===== config.mk =====
export PLATFORM = sky130hd
export DESIGN_NAME = if_fetch_unit
export DESIGN_NICKNAME = d
export VERILOG_FILES = /design/src/rtl/if_fetch_unit.sv
export SDC_FILE = /design/constraint.sdc
export NUM_CORES = 1
export LEC_CHECK = 0
export CELL_PAD_IN_SITES_DETAIL_PLACEMENT = 1
export CELL_PAD_IN_SITES_GLOBAL_PLACEMENT = 2
export CORE_ASPECT_RATIO = 0.8
export CORE_MARGIN = 3
export CORE_UTILIZATION = 30
export CTS_BUF_LIST = sky130_fd_sc_hd__clkbuf_16
export CTS_CLUSTER_DIAMETER = 120
export DETAILED_ROUTE_END_ITERATION = 10
export GPL_TIMING_DRIVEN = 0
export PLACE_DENSITY = 0.93
export SYNTH_ARGS = -nofsm -noshare
export SYNTH_HDL_FRONTEND = slang
export SYNTH_SLANG_ARGS = --single-unit
export TNS_END_PERCENT = 50

===== constraint.sdc =====
create_clock -name clock -period 3.9 [get_ports clock]
set_input_delay 0.585 -clock clock [delete_from_list [all_inputs] [get_ports clock]]
set_output_delay 0.585 -clock clock [all_outputs]
set_load 0.02 [all_outputs]

===== src/rtl/if_fetch_unit.sv =====
// Instruction-fetch stage driving the IF/ID register: owns the PC, issues one
// outstanding req/ack fetch at a time, holds the result until IF/ID takes it.
module if_fetch_unit #(
  parameter logic [31:0] RESET_PC  = 32'h0000_0000,
  parameter logic [31:0] NOP_INSTR = 32'h0000_0013
) (
  input  logic        clock,
  input  logic        reset_n,
  output logic        imem_req,
  output logic [31:0] imem_addr,
  input  logic        imem_ack,
  input  logic [31:0] imem_rdata,
  input  logic        IF_ID_Write,
  input  logic        branch_taken,
  input  logic [31:0] branch_target,
  output logic        IF_flush,
  output logic [31:0] pc_out,
  output logic [31:0] instr_out,
  output logic        instr_valid
);

  typedef enum logic [1:0] {IDLE, WAIT, HOLD, DROP} fetchState_e;

  fetchState_e state_q;
  logic [31:0] pc_q;
  logic [31:0] addr_q;
  logic [31:0] pcOut_q;
  logic [31:0] instr_q;
  logic        req_q;
  logic        valid_q;

  logic [31:0] pcInc_d;
  logic [31:0] target_d;

  assign pcInc_d  = pc_q + 32'd4;
  assign target_d = {branch_target[31:2], 2'b00};

  // A redirect outranks both the memory response and the IF/ID write enable.
  // An in-flight request can never be withdrawn, so a redirect that arrives
  // before its ack parks in DROP and reissues once the stale data returns.
  always_ff @(posedge clock) begin
    if (!reset_n) begin
      state_q <= IDLE;
      pc_q    <= RESET_PC;
      req_q   <= 1'b0;
      addr_q  <= 32'd0;
      pcOut_q <= 32'd0;
      instr_q <= 32'd0;
      valid_q <= 1'b0;
    end else if (branch_taken) begin
      pc_q    <= target_d;
      valid_q <= 1'b0;
      unique case (state_q)
        WAIT: begin
          if (imem_ack) begin
            req_q   <= 1'b1;
            addr_q  <= target_d;
            state_q <= WAIT;
          end else begin
            state_q <= DROP;
          end
        end
        DROP: begin
          state_q <= DROP;
        end
        default: begin
          req_q   <= 1'b1;
          addr_q  <= target_d;
          state_q <= WAIT;
        end
      endcase
    end else begin
      unique case (state_q)
        IDLE: begin
          req_q   <= 1'b1;
          addr_q  <= pc_q;
          state_q <= WAIT;
        end
        WAIT: begin
          if (imem_ack) begin
            instr_q <= imem_rdata;
            pcOut_q <= addr_q;
            valid_q <= 1'b1;
            req_q   <= 1'b0;
            state_q <= HOLD;
          end
        end
        HOLD: begin
          if (IF_ID_Write) begin
            pc_q    <= pcInc_d;
            req_q   <= 1'b1;
            addr_q  <= pcInc_d;
            valid_q <= 1'b0;
            state_q <= WAIT;
          end
        end
        DROP: begin
          if (imem_ack) begin
            req_q   <= 1'b1;
            addr_q  <= pc_q;
            state_q <= WAIT;
          end
        end
        default: begin
          state_q <= IDLE;
        end
      endcase
    end
  end

  assign imem_req    = req_q;
  assign imem_addr   = addr_q;
  assign pc_out      = pcOut_q;
  assign instr_valid = valid_q;
  assign instr_out   = valid_q ? instr_q : NOP_INSTR;
  assign IF_flush    = branch_taken;

endmodule


Word level (Yosys, flattened, before mapping):

Cells that the tools add are included.

* flip-flop bits (word level): 132
* latch bits: 0
* bits in writable memories: 0
* ROM bits: 0
* bits of input ports: 69
* word-level logic and storage cells: 61
* memories: 0

* add/sub/neg operators: 1
* multipliers: 0
* div/mod/pow operators: 0
* $lt $le $gt $ge: 0
* eq/ne operators: 11
* shift-type cells: 0
* muxes and demuxes: 26
* bitwise operators: 2
* reductions and logical operators: 13

Operator list (count)
* $mux 32: 8
* $pmux 32 s3: 1
* $pmux 32 s2: 1
* $add 32x3->32 const B: 1
* $ne 3x3->1 const B: 4
* $reduce_and 3->1: 4
* $mux 2: 5
* $ne 2x2->1 const B: 4
* $pmux 2 s4: 1
* $mux 1: 6
* $reduce_bool 2->1: 3
* $reduce_and 5->1: 1
* $eq 2x2->1 const B: 2
* $pmux 1 s2: 2
* $pmux 1 s4: 1
* $pmux 2 s2: 1
* $reduce_and 2->1: 2
* $reduce_bool 4->1: 1
* $eq 2x1->1 const B: 1
* $logic_not 2->1: 1
* $not 1->1: 2
* $reduce_or 2->1: 1

Logic depth before layout (Yosys ltp):

* depth in word-level cells: 4
* mapped depth: 7
* mapped depth without buffers: 5

Worst setup path after synthesis:

OpenSTA, ideal clock, no wires.

* kind: in2reg
* start point: in branch_taken
* end point: reg addr_q[11], in the netlist imem_addr[11]
* library setup time: 0.086 ns
* arrival time: 2.010 ns
* data required time: 3.814 ns
* setup slack: 1.804 ns
* stages on the path: 7
* path through: or4b_1 -> buf_2 -> o211a_1 -> buf_2 -> buf_2 -> mux2i_1 -> a211oi_1

* longest elaborated chain between the ends: 2
* elaborated cells between the ends (all ways): 6

RTL lines
* from (decl): line 14 `input logic branch_taken,`
* $ne 3x3->1 (no line), or another cell as far along
* $reduce_and 5->1 (no line)
* to (signal assigned): line 57 `addr_q <= target_d;`
* to (signal assigned): line 68 `addr_q <= target_d;`
* to (signal assigned): line 76 `addr_q <= pc_q;`
* to (decl): line 26 `logic [31:0] addr_q;`

Several ways; a longest one is shown, not always the timed one.
A chain may end at the register's enable or synchronous reset.

Worst setup path in the final report:

* start point: in branch_taken
* end point: reg addr_q[5], in the netlist imem_addr[5]

Same word-level chain as after synthesis.

==> impl_metrics.py <==
metrics = {
    "outcome": {
        "status": "completed",
    },
    "drt": {
        "routed_via_density": 5.57,
        "ant_nets": 0,
        "wl_per_cell_um": 20.9,
        "post-route-drc-count": 0,
        "firstDrtPassIters": 5,
        "via_count": 7236,
        "drt_iter0_markers": 585,
        "wl_mm": 27.1,
    },
    "floorplan": {
        "die_w_um": 170,
        "design.portCount": 168,
        "core_mm2": 0.0210,
        "die_area_mm2": 0.0235,
        "start_util_pct": 30.9,
        "fp-row-count": 47,
        "die-height_um": 138,
    },
    "global_routing": {
        "grt_pass1_vias": 7091,
        "grt_use_total_pct": 22.9,
        "grt_overflow": 0,
        "antenna_found_initial": 0,
        "grt_start_max_net_pins": 17,
        "grt_pass1_wl_mm": 41.1,
    },
    "sta": {
        "slew_viol_final": 0,
        "finalClockSkew_ns": 0.0148,
        "setup_violations": 0,
        "worst-slew-pin-transition_ns": 1.06,
        "finalHoldViolations": 0,
        "post-route-min-period_ns": 3.31,
        "relSlewSlack_pct": 28.5,
        "layout_setup_ws_ns": 0.586,
        "setup_tns_ns": 0,
        "fmax_mhz": 302,
        "fin_crit_sh_pct": 85.0,
        "rsz0062_at_grt": "no",
        "hold_ws_ns": 0.448,
    },
    "yosys": {
        "synth_top_area_share_pct": 38.9,
        "avgSynthCellArea_um2": 7.78,
        "yosys_most_used_dff": "dfxtp_1",
        "syn_inst": 834,
        "synth_warnings": 0,
        "synth_enable_flop_cells": 0,
        "async_flop_share_pct": 0,
        "netlist_area_mm2": 0.00649,
        "synth_top_cell_by_area": "dfxtp_1",
        "ys_seq_area_share_pct": 38.9,
        "yosysUniqueCellTypes": 62,
        "synthTopCellsByArea": "dfxtp_1 (39%), nand2_1 (9.5%), a21oi_1 (6.6%)",
        "synth-seq-cells": 126,
    },
    "clocking": {
        "cts.reportedPaths.clkPinSlew_ns": 0.05,
        "cts_made_buffers": 17,
        "postCtsHoldBufs": 0,
        "clkSinkCount": 126,
        "ctsHtreeMaxLevel": 4,
        "clk_latency_ns": 0.43,
        "post_cts.repair.setup_buffers": 0,
        "cts_buffer_depth": 2,
        "post_cts_resized": 0,
        "cts-root-buf": "clkbuf_16",
        "cts_tree": "done",
    },
    "place": {
        "pre_cts_ws_ns": 0.221,
        "io_buffer_count": 161,
        "placed_cell_area_mm2": 0.00845,
        "dp.cells": 1267,
        "routabilityCongestion": 0.902,
        "post-dp-hpwl_mm": 20.2,
    },
    "power": {
        "ir_drop_mv": 0.273,
        "power_density_mw_per_mm2": 389,
        "leakagePower_nw": 3.00,
        "finalPower_mw": 3.51,
    },
    "worst_setup_path": {
        "worst-setup-path-type": "in2reg",
        "cp_cell_sequence": "clkdlybuf4s50_1, clkbuf_1, nand3_1, o211a_1, buf_2, clkbuf_1, o311ai_0, a21oi_1",
        "crit_fanout": 10,
        "cp-start-kind": "primary input",
        "worstPathRequired_ns": 4.24,
        "crit_path_max_incr_delay_ns": 0.59,
        "cp_common_cell": "clkbuf_1",
        "critPathSlowestCell": "clkbuf_1",
        "endpoint_kind": "flip-flop",
        "cp.arrival_ns": 3.65,
    },
    "finish": {
        "drive_above_1_share_pct": 5.53,
        "final_cell_count_no_fill": 1299,
        "area_growth_pct": 38.8,
        "final_core_util_pct": 42.9,
        "final_nets": 1087,
        "nFillCells": 2550,
        "antenna_cells": 0,
        "fin_area_mm2": 0.00901,
    },
    "flow_run": {
        "max-cap-violations": 0,
    },
    "hold_path": {
        "min_path_type": "reg2reg",
    },
}
[power breakdown]
| group | internal, mW | switching (mW) |
|---|---|---|
| Sequential | 1.36 | 0.0691 |
| Combinational | 0.234 | 0.312 |
| Clock | 0.924 | 0.611 |
[worst paths after layout]
path,from,to,slack (ns),cells after the start
setup / recovery,branch_taken,imem_addr[5]$_SDFFE_PN0P_,0.59,8
hold / removal,instr_q[30]$_SDFFE_PN0P_,instr_q[30]$_SDFFE_PN0P_,0.45,2
setup reg to reg,state_q[1]$_SDFFE_PN0P_,imem_addr[5]$_SDFFE_PN0P_,1.10,7
hold reg to reg,instr_q[30]$_SDFFE_PN0P_,instr_q[30]$_SDFFE_PN0P_,0.45,2
[synthesized netlist by cell type, types with 2 or more instances]
cell type / n
mux2i_1: 12
nand4b_1: 3
xnor2_1: 12
nor3b_1: 4
o21a_1: 6
and4_1: 16
o2111ai_1: 7
a31o_2: 3
a311oi_1: 5
nor3_1: 24
a2111o_1: 2
nor2_1: 25
nand4_1: 22
nand2_1: 164
dfxtp_1: 126
or2_2: 2
a32o_1: 3
buf_4: 5
o21ai_0: 19
a21oi_1: 86
mux2_2: 2
buf_2: 12
xor2_1: 2
o221ai_1: 4
and3_1: 6
nor2b_1: 10
a211oi_1: 14
a31oi_1: 9
o211ai_1: 18
clkbuf_1: 55
or3_1: 14
nand3_1: 15
nand2b_1: 16
buf_1: 3
nor4_1: 23
o31a_1: 2
inv_1: 7
o311ai_0: 5
and2_1: 38
o31ai_1: 5
or4_1: 7
[final cells by class]
| cell class | count | area (µm²) | area share [%] |
|---|---|---|---|
| multi-input combinational | 625 | 3620 | 40.1 |
| sequential | 126 | 2520 | 28.0 |
| timing repair buffer | 161 | 1610 | 17.9 |
| clock buffer | 17 | 425 | 4.72 |
| tap | 269 | 337 | 3.74 |
| buffer | 77 | 332 | 3.68 |
| clock inverter | 15 | 133 | 1.47 |
| inverter | 9 | 33.8 | 0.375 |
[worst max-delay path, delay by kind of cell]
family	cells	cell delay, ns
buffers and inverters	4	1.75
AO/OA/AOI/OAI	3	0.83
AND/OR/NAND/NOR	1	0.46
[layout by cell type (no fill, tap or decap), types with 22 or more instances in the layout]
| cell | n |
|---|---|
| nand2_1 | 164 |
| a21oi_1 | 86 |
| nand4_1 | 22 |
| clkbuf_1 | 55 |
| nor3_1 | 24 |
| and2_1 | 38 |
| nor2_1 | 25 |
| dfxtp_1 | 126 |
| nor4_1 | 23 |
| clkdlybuf4s50_1 | 161 |
[cell families (layout without fill, tap and decap cells)]
family	after synthesis	in the layout	share of synthesized area [%]
AO/OA/AOI/OAI	196	196	19.4
XOR/XNOR	14	14	1.89
flip-flops	126	126	38.9
adder cells (fa/ha/maj)	1	1	0.193
AND/OR/NAND/NOR	396	396	31.8
multiplexers	14	14	2.20
buffers and inverters	86	279	5.63
other	1	4	0.0578
[flip-flops by register name, indices dropped and copies added (netlist names)]
| name | cells |
|---|---|
| pc_out | 30 |
| state_q | 2 |
| instr_valid | 1 |
| pc_q | 30 |
| instr_q | 32 |
| imem_addr | 30 |
| imem_req | 1 |
[per-layer routing]
layer,track usage (%),part of all wire [%],vias up
met5,0,0,-
met4,5.41,1.5,0
met3,6.97,8.3,31
met2,34.7,43,290
met1,32.1,47,3549
li1,-,-,3366
Note: power is estimated with default switching activity, not from simulation.
==> edit 1: new RTL, same flow settings <==
Register the input `branch_target` before use. The logic sees it one clock later. The other inputs are not delayed to match.
--- a/src/rtl/if_fetch_unit.sv
+++ b/src/rtl/if_fetch_unit.sv
@@ -23,2 +23,8 @@
 
+  logic [31:0] branch_target_q;
+
+  always_ff @(posedge clock) begin
+    branch_target_q <= branch_target;
+  end
+
   fetchState_e state_q;
@@ -35,3 +41,3 @@
   assign pcInc_d  = pc_q + 32'd4;
-  assign target_d = {branch_target[31:2], 2'b00};
+  assign target_d = {branch_target_q[31:2], 2'b00};
 
Formal check against the unedited RTL: not equivalent (a bounded check fails within 4 cycles, from zero or initial values and one cycle with reset_n low).
==> edit 1 against the unedited design <==
  * Final area up 7.7%
  * Sequential power grew 22%
  * Core utilization down 0.49 points
  * Setup slack better by 440 ps
  * Sequential cell count up 30
  * Combinational power is essentially flat
  * Register-to-register slack got worse by 80 ps
  * Routed wire length decreased by 2.2%
  * Area after synthesis rose by 9.5%
  * Power grew 16%
  * Count of clock-buffer cells in the layout stayed put
  * Global-route usage fell by 2.3 points
==> edit 1: results (changes against the unedited design) <==
stage,metric,value,unit,change
timing,holdWs,450.8,ps,+2.673 ps
logic_synthesis,synth_commonest_cells,"164 x nand2_1, 156 x dfxtp_1, 87 x a21oi_1",,
timing,skew,12.32,ps,-2.483 ps
logic_synthesis,yosysUniqueCellTypes,68,,+9.7%
placement,io_buffer_count,158,,-1.9%
placement,gp_congestion,0.9300,,+3.1%
worst_setup_path,reg2reg_to,imem_addr[6]$_SDFFE_PN0P_,,
placement,hpwl,19500,um,-3.5%
layout,largest_reg_flops,32,,unchanged
worst_setup_path,max_stage_delay,680,ps,+90 ps
grt,first_global_vias,6988,,-1.5%
clocking,h-tree-depth,4,,unchanged
grt,grt_max_degree,17,,unchanged
logic_synthesis,synth_area_leaders,"dfxtp_1 44%, nand2_1 8.7%, a21oi_1 6.1%",,
clocking,cts_setup_buffers,0,,unchanged
detailed_routing,wirelength,26510,um,-2.2%
layout,n_fill_cell,2692,,+5.6%
pwr,ir_drop,0.2505,mV,-8.4%
logic_synthesis,synth-async-reset-ratio,0,,unchanged
layout,layout.nets,1100,,+1.2%
worst_setup_path,reg2reg_depth,7,,unchanged
grt,grtUsageMet3,0.05071,,-0.01899
worst_setup_path,critPathMaxFanout,10,,unchanged
detailed_routing,dr.pass1.iters,6,,+1
worst_setup_path,crit_arrival,3160,ps,-490 ps
detailed_routing,viasPerCell,5.255,,-5.7%
logic_synthesis,ys.warnings.count,0,,unchanged
logic_synthesis,yosysSeqAreaShare,0.4394,,+0.05085
timing,relSlewSlack,0.1841,,-0.1013
detailed_routing,drtIter0Drc,490,,-16%
grt,met1_usage,0.2917,,-0.02887
grt,overflow,0,,unchanged
worst_setup_path,r2r_slack,1020,ps,-80 ps
clocking,cts_buffers,17,,unchanged
grt,grt_usage,0.2069,,-0.02251
layout,top_register,instr_q,,
logic_synthesis,synth_edf_count,0,,unchanged
pwr,p_leak,3.361,nW,+12%
grt,grt_pass1_wl,40420,um,-1.7%
clocking,cts_buffer_depth,2,,unchanged
worst_hold_path,hp-start,instr_q[9]$_SDFFE_PN0P_,,
worst_setup_path,slowest_stage,o311ai_0,,
grt,use_met2,0.3153,,-0.03171
clocking,clock-root-buffer,clkbuf_16,,
layout,drive_above_1_share,0.08445,,+0.02911
layout,antenna_cells,0,,unchanged
status,status,"complete, no violations",,
worst_hold_path,hp-class,reg -> reg,,
worst_hold_path,hold_end,instr_q[9]$_SDFFE_PN0P_,,
worst_setup_path,r2r_start,pc_q[3]$_SDFFE_PN0P_,,
-- edit 1: cells by family after synthesis --
logic type                 Yosys count  synth area share
and+or+nand+nor                    380            0.2867
AOI/OAI and AO/OA                  195            0.1723
DFF                                156            0.4394
buffers and inverters               82           0.05246
xor gates and xnor gates            18           0.02218
muxes                               17           0.02464
adders and majority gates            1          0.001760
other                                1         0.0005276
-- edit 1: worst max path at each step --
| stage | startpoint | cells after the start | endpoint |
|---|---|---|---|
| after floorplan | branch_taken | 7 | imem_addr[25]$_SDFFE_PN0P_ |
| after global placement | branch_taken | 6 | imem_addr[2]$_SDFFE_PN0P_ |
| after CTS | instr_valid$_SDFFE_PP0P_ | 3 | instr_out[2] |
| final | pc_q[3]$_SDFFE_PN0P_ | 7 | imem_addr[6]$_SDFFE_PN0P_ |
| after detailed placement | branch_taken | 6 | imem_addr[4]$_SDFFE_PN0P_ |
| after global routing | state_q[0]$_SDFFE_PN0P_ | 7 | pc_out[29]$_SDFFE_PN0P_ |
-- edit 1: final cells by class --
type | count | area, um2 | area share
inverter | 6 | 22.52 | 0.002321
clock buffer | 17 | 425.4 | 0.04385
buffer | 76 | 350.3 | 0.03611
multi-input combinational | 615 | 3623 | 0.3735
sequential | 156 | 3123 | 0.3219
tap | 306 | 382.9 | 0.03946
clock inverter | 14 | 192.7 | 0.01986
timing repair buffer | 158 | 1582 | 0.1630
-- edit 1: critical path: cells and delay by family, from the launching register on --
kind	cells	cell delay, ps
buffers and inverters	2	990
AO/OA/AOI/OAI	2	830
flip-flops	1	380
adder cells (fa/ha/maj)	1	280
AND/OR/NAND/NOR	2	240
-- edit 1: stage by stage --
stage / power [mW] / setup slack, ps / utilization / cells / instance area [um2]
floorplan: 2.055 / 1918 / - / 853 / 7119
global placement: 2.313 / 914.9 / 0.3972 / 1317 / 9084
detailed placement: 2.323 / 917.5 / 0.3972 / 1317 / 9084
CTS: 4.092 / 1011 / 0.4242 / 1348 / 9702
global route: 4.225 / 879.3 / 0.4242 / 1348 / 9702
finish: 4.060 / 1021 / 0.4242 / 1348 / 9702
-- edit 1: layer usage --
metal  routed length [um]  share of wire
met4                  462          0.017
met1                12320           0.46
met5                    0              0
met3                 2041          0.077
met2                11690           0.44
-- edit 1: report_power, final --
group	switching, mW	total [mW]	internal (mW)
Sequential	0.0683	1.75	1.68
Combinational	0.314	0.548	0.234
Clock	0.695	1.77	1.07
Total	1.08	4.06	2.98
==> edit 2: new RTL, config.mk and constraints unchanged <==
Without the edit above. Re-encode `fetchState_e` (4 states) as Gray code, 2 bits wide.
--- a/src/rtl/if_fetch_unit.sv
+++ b/src/rtl/if_fetch_unit.sv
@@ -21,3 +21,3 @@
 
-  typedef enum logic [1:0] {IDLE, WAIT, HOLD, DROP} fetchState_e;
+  typedef enum logic [1:0] {IDLE = 2'b00, WAIT = 2'b01, HOLD = 2'b11, DROP = 2'b10} fetchState_e;
 
Check against the original RTL: no difference found for any inputs over 4 cycles, from zero or initial values and one cycle with reset_n low; so few cycles prove little.
==> edit 2 against the unedited design <==
  * Setup slack improved by 410 ps
  * Final area fell by 3.5%
  * First-iteration DRC count fell by 36%
  * Area after synthesis fell by 4.4%
  * Routed wire length fell by 9.9%
  * Largest cell class unchanged
  * Sequential cell count did not move
  * Critical path type is now reg -> out
  * Fmax rose by 14%
  * Register-to-register slack improved by 260 ps
  * Power rose by 3.8%
  * Clock skew fell by 6.0 ps
==> edit 2: results (changes against the unedited design) <==
stage,metric,value,unit,change
layout,drive_above_1_share,0.08884,,+0.03350
placement,place_ws,737.9,ps,+516.4 ps
worst_setup_path,max_stage_delay,620,ps,+30 ps
logic_synthesis,ys.warnings.count,0,,unchanged
status,status,"complete, no violations",,
floorplan,die-area,22460,um2,-4.2%
timing,worst_pin_slew,833.4,ps,-228.7 ps
pwr,ir_drop,0.2902,mV,+6.2%
grt,grt_usage,0.2150,,-0.01437
logic_synthesis,synth_area_leaders,"dfxtp_1 41%, nand2_1 10%, a21oi_1 9.0%",,
layout,multi_input_area_share,0.3805,,-0.02081
timing,skew,8.845,ps,-5.959 ps
layout,multi_input_cells,577,,-7.7%
logic_synthesis,yosysUniqueCellTypes,57,,-8.1%
detailed_routing,vias,6352,,-12%
clocking,holdBufCountCts,0,,unchanged
placement,gp_congestion,0.9218,,+2.2%
layout,nonClkBufAreaFrac,0.2244,,+0.008764
placement,hpwl,17890,um,-11%
layout,n_fill_cell,2392,,-6.2%
detailed_routing,viasPerCell,5.156,,-7.4%
pwr,p_leak,3.010,nW,+0.39%
grt,first_global_vias,6500,,-8.3%
detailed_routing,dr.pass1.iters,4,,-1
logic_synthesis,yosysSeqAreaShare,0.4064,,+0.01786
layout,multi_input_area,3309,um2,-8.5%
placement,io_buffer_count,159,,-1.2%
placement,dp.cells,1200,,-5.3%
pwr,p_int,2.573,mW,+2.3%
logic_synthesis,synth_commonest_cells,"165 x nand2_1, 126 x dfxtp_1, 112 x a21oi_1",,
worst_setup_path,crit_arrival,2320,ps,-1330 ps
layout,n_all_buffers,226,,-5.0%
clocking,h-tree-depth,4,,unchanged
worst_setup_path,slowest_stage,clkdlybuf4s50_1,,
detailed_routing,wirelength,24420,um,-9.9%
detailed_routing,drtIter0Drc,375,,-36%
logic_synthesis,synthCells,774,,-7.2%
placement,placed_area,8140,um2,-3.7%
-- edit 2: cell count changes after synthesis, moves of 10 or more --
cell      change
a211oi_1     -10
a21oi_1      +26
and4_1       -11
clkbuf_1     -22
nand3_1      +14
nor2b_1      -10
nor3_1       -13
nor4_1       -13
o211ai_1     -12
or3_1        -12
xnor2_1      +21
xor2_1       +14
-- edit 2: kinds of logic (layout without fill, tap and decap cells) --
family	Yosys count	in the layout	synth area share
AND/OR/NAND/NOR	339	339	0.2786
AO/OA/AOI/OAI	177	177	0.1681
flip-flops	126	126	0.4064
buffers and inverters	74	265	0.06229
XOR/XNOR	49	49	0.06914
adder cells (fa/ha/maj)	5	5	0.01008
multiplexers	3	3	0.004838
other	1	4	0.0006041
-- edit 2: power by group through the flow --
stage	registers (mW)	logic [mW]	clock network, mW
after global placement	1.48	0.622	0
after floorplan	1.52	0.286	0
final	1.46	0.638	1.54
after global routing	1.47	0.685	1.63
after CTS	1.46	0.638	1.57
after detailed placement	1.48	0.632	0
-- edit 2: worst max-delay path: cells and delay by family (launching register included) --
kind,cells,cell delay [ps]
simple gates,1,210
flops,1,610
buf+inv,2,1080
-- edit 2: worst paths after layout --
path                                 start  depth (start not counted)  slack (ps)                         end
setup / recovery  instr_valid$_SDFFE_PP0P_                          3         990                instr_out[5]
hold / removal    instr_q[27]$_SDFFE_PN0P_                          2         450    instr_q[27]$_SDFFE_PN0P_
setup reg to reg   state_q[0]$_SDFFE_PN0P_                          8        1360  imem_addr[18]$_SDFFE_PN0P_
hold reg to reg   instr_q[27]$_SDFFE_PN0P_                          2         450    instr_q[27]$_SDFFE_PN0P_
-- edit 2: metal layers --
metal	share of wire	GRT usage
met3	0.055	0.05356
met1	0.49	0.3029
met5	0	0
met2	0.44	0.3291
met4	0.019	0.05863
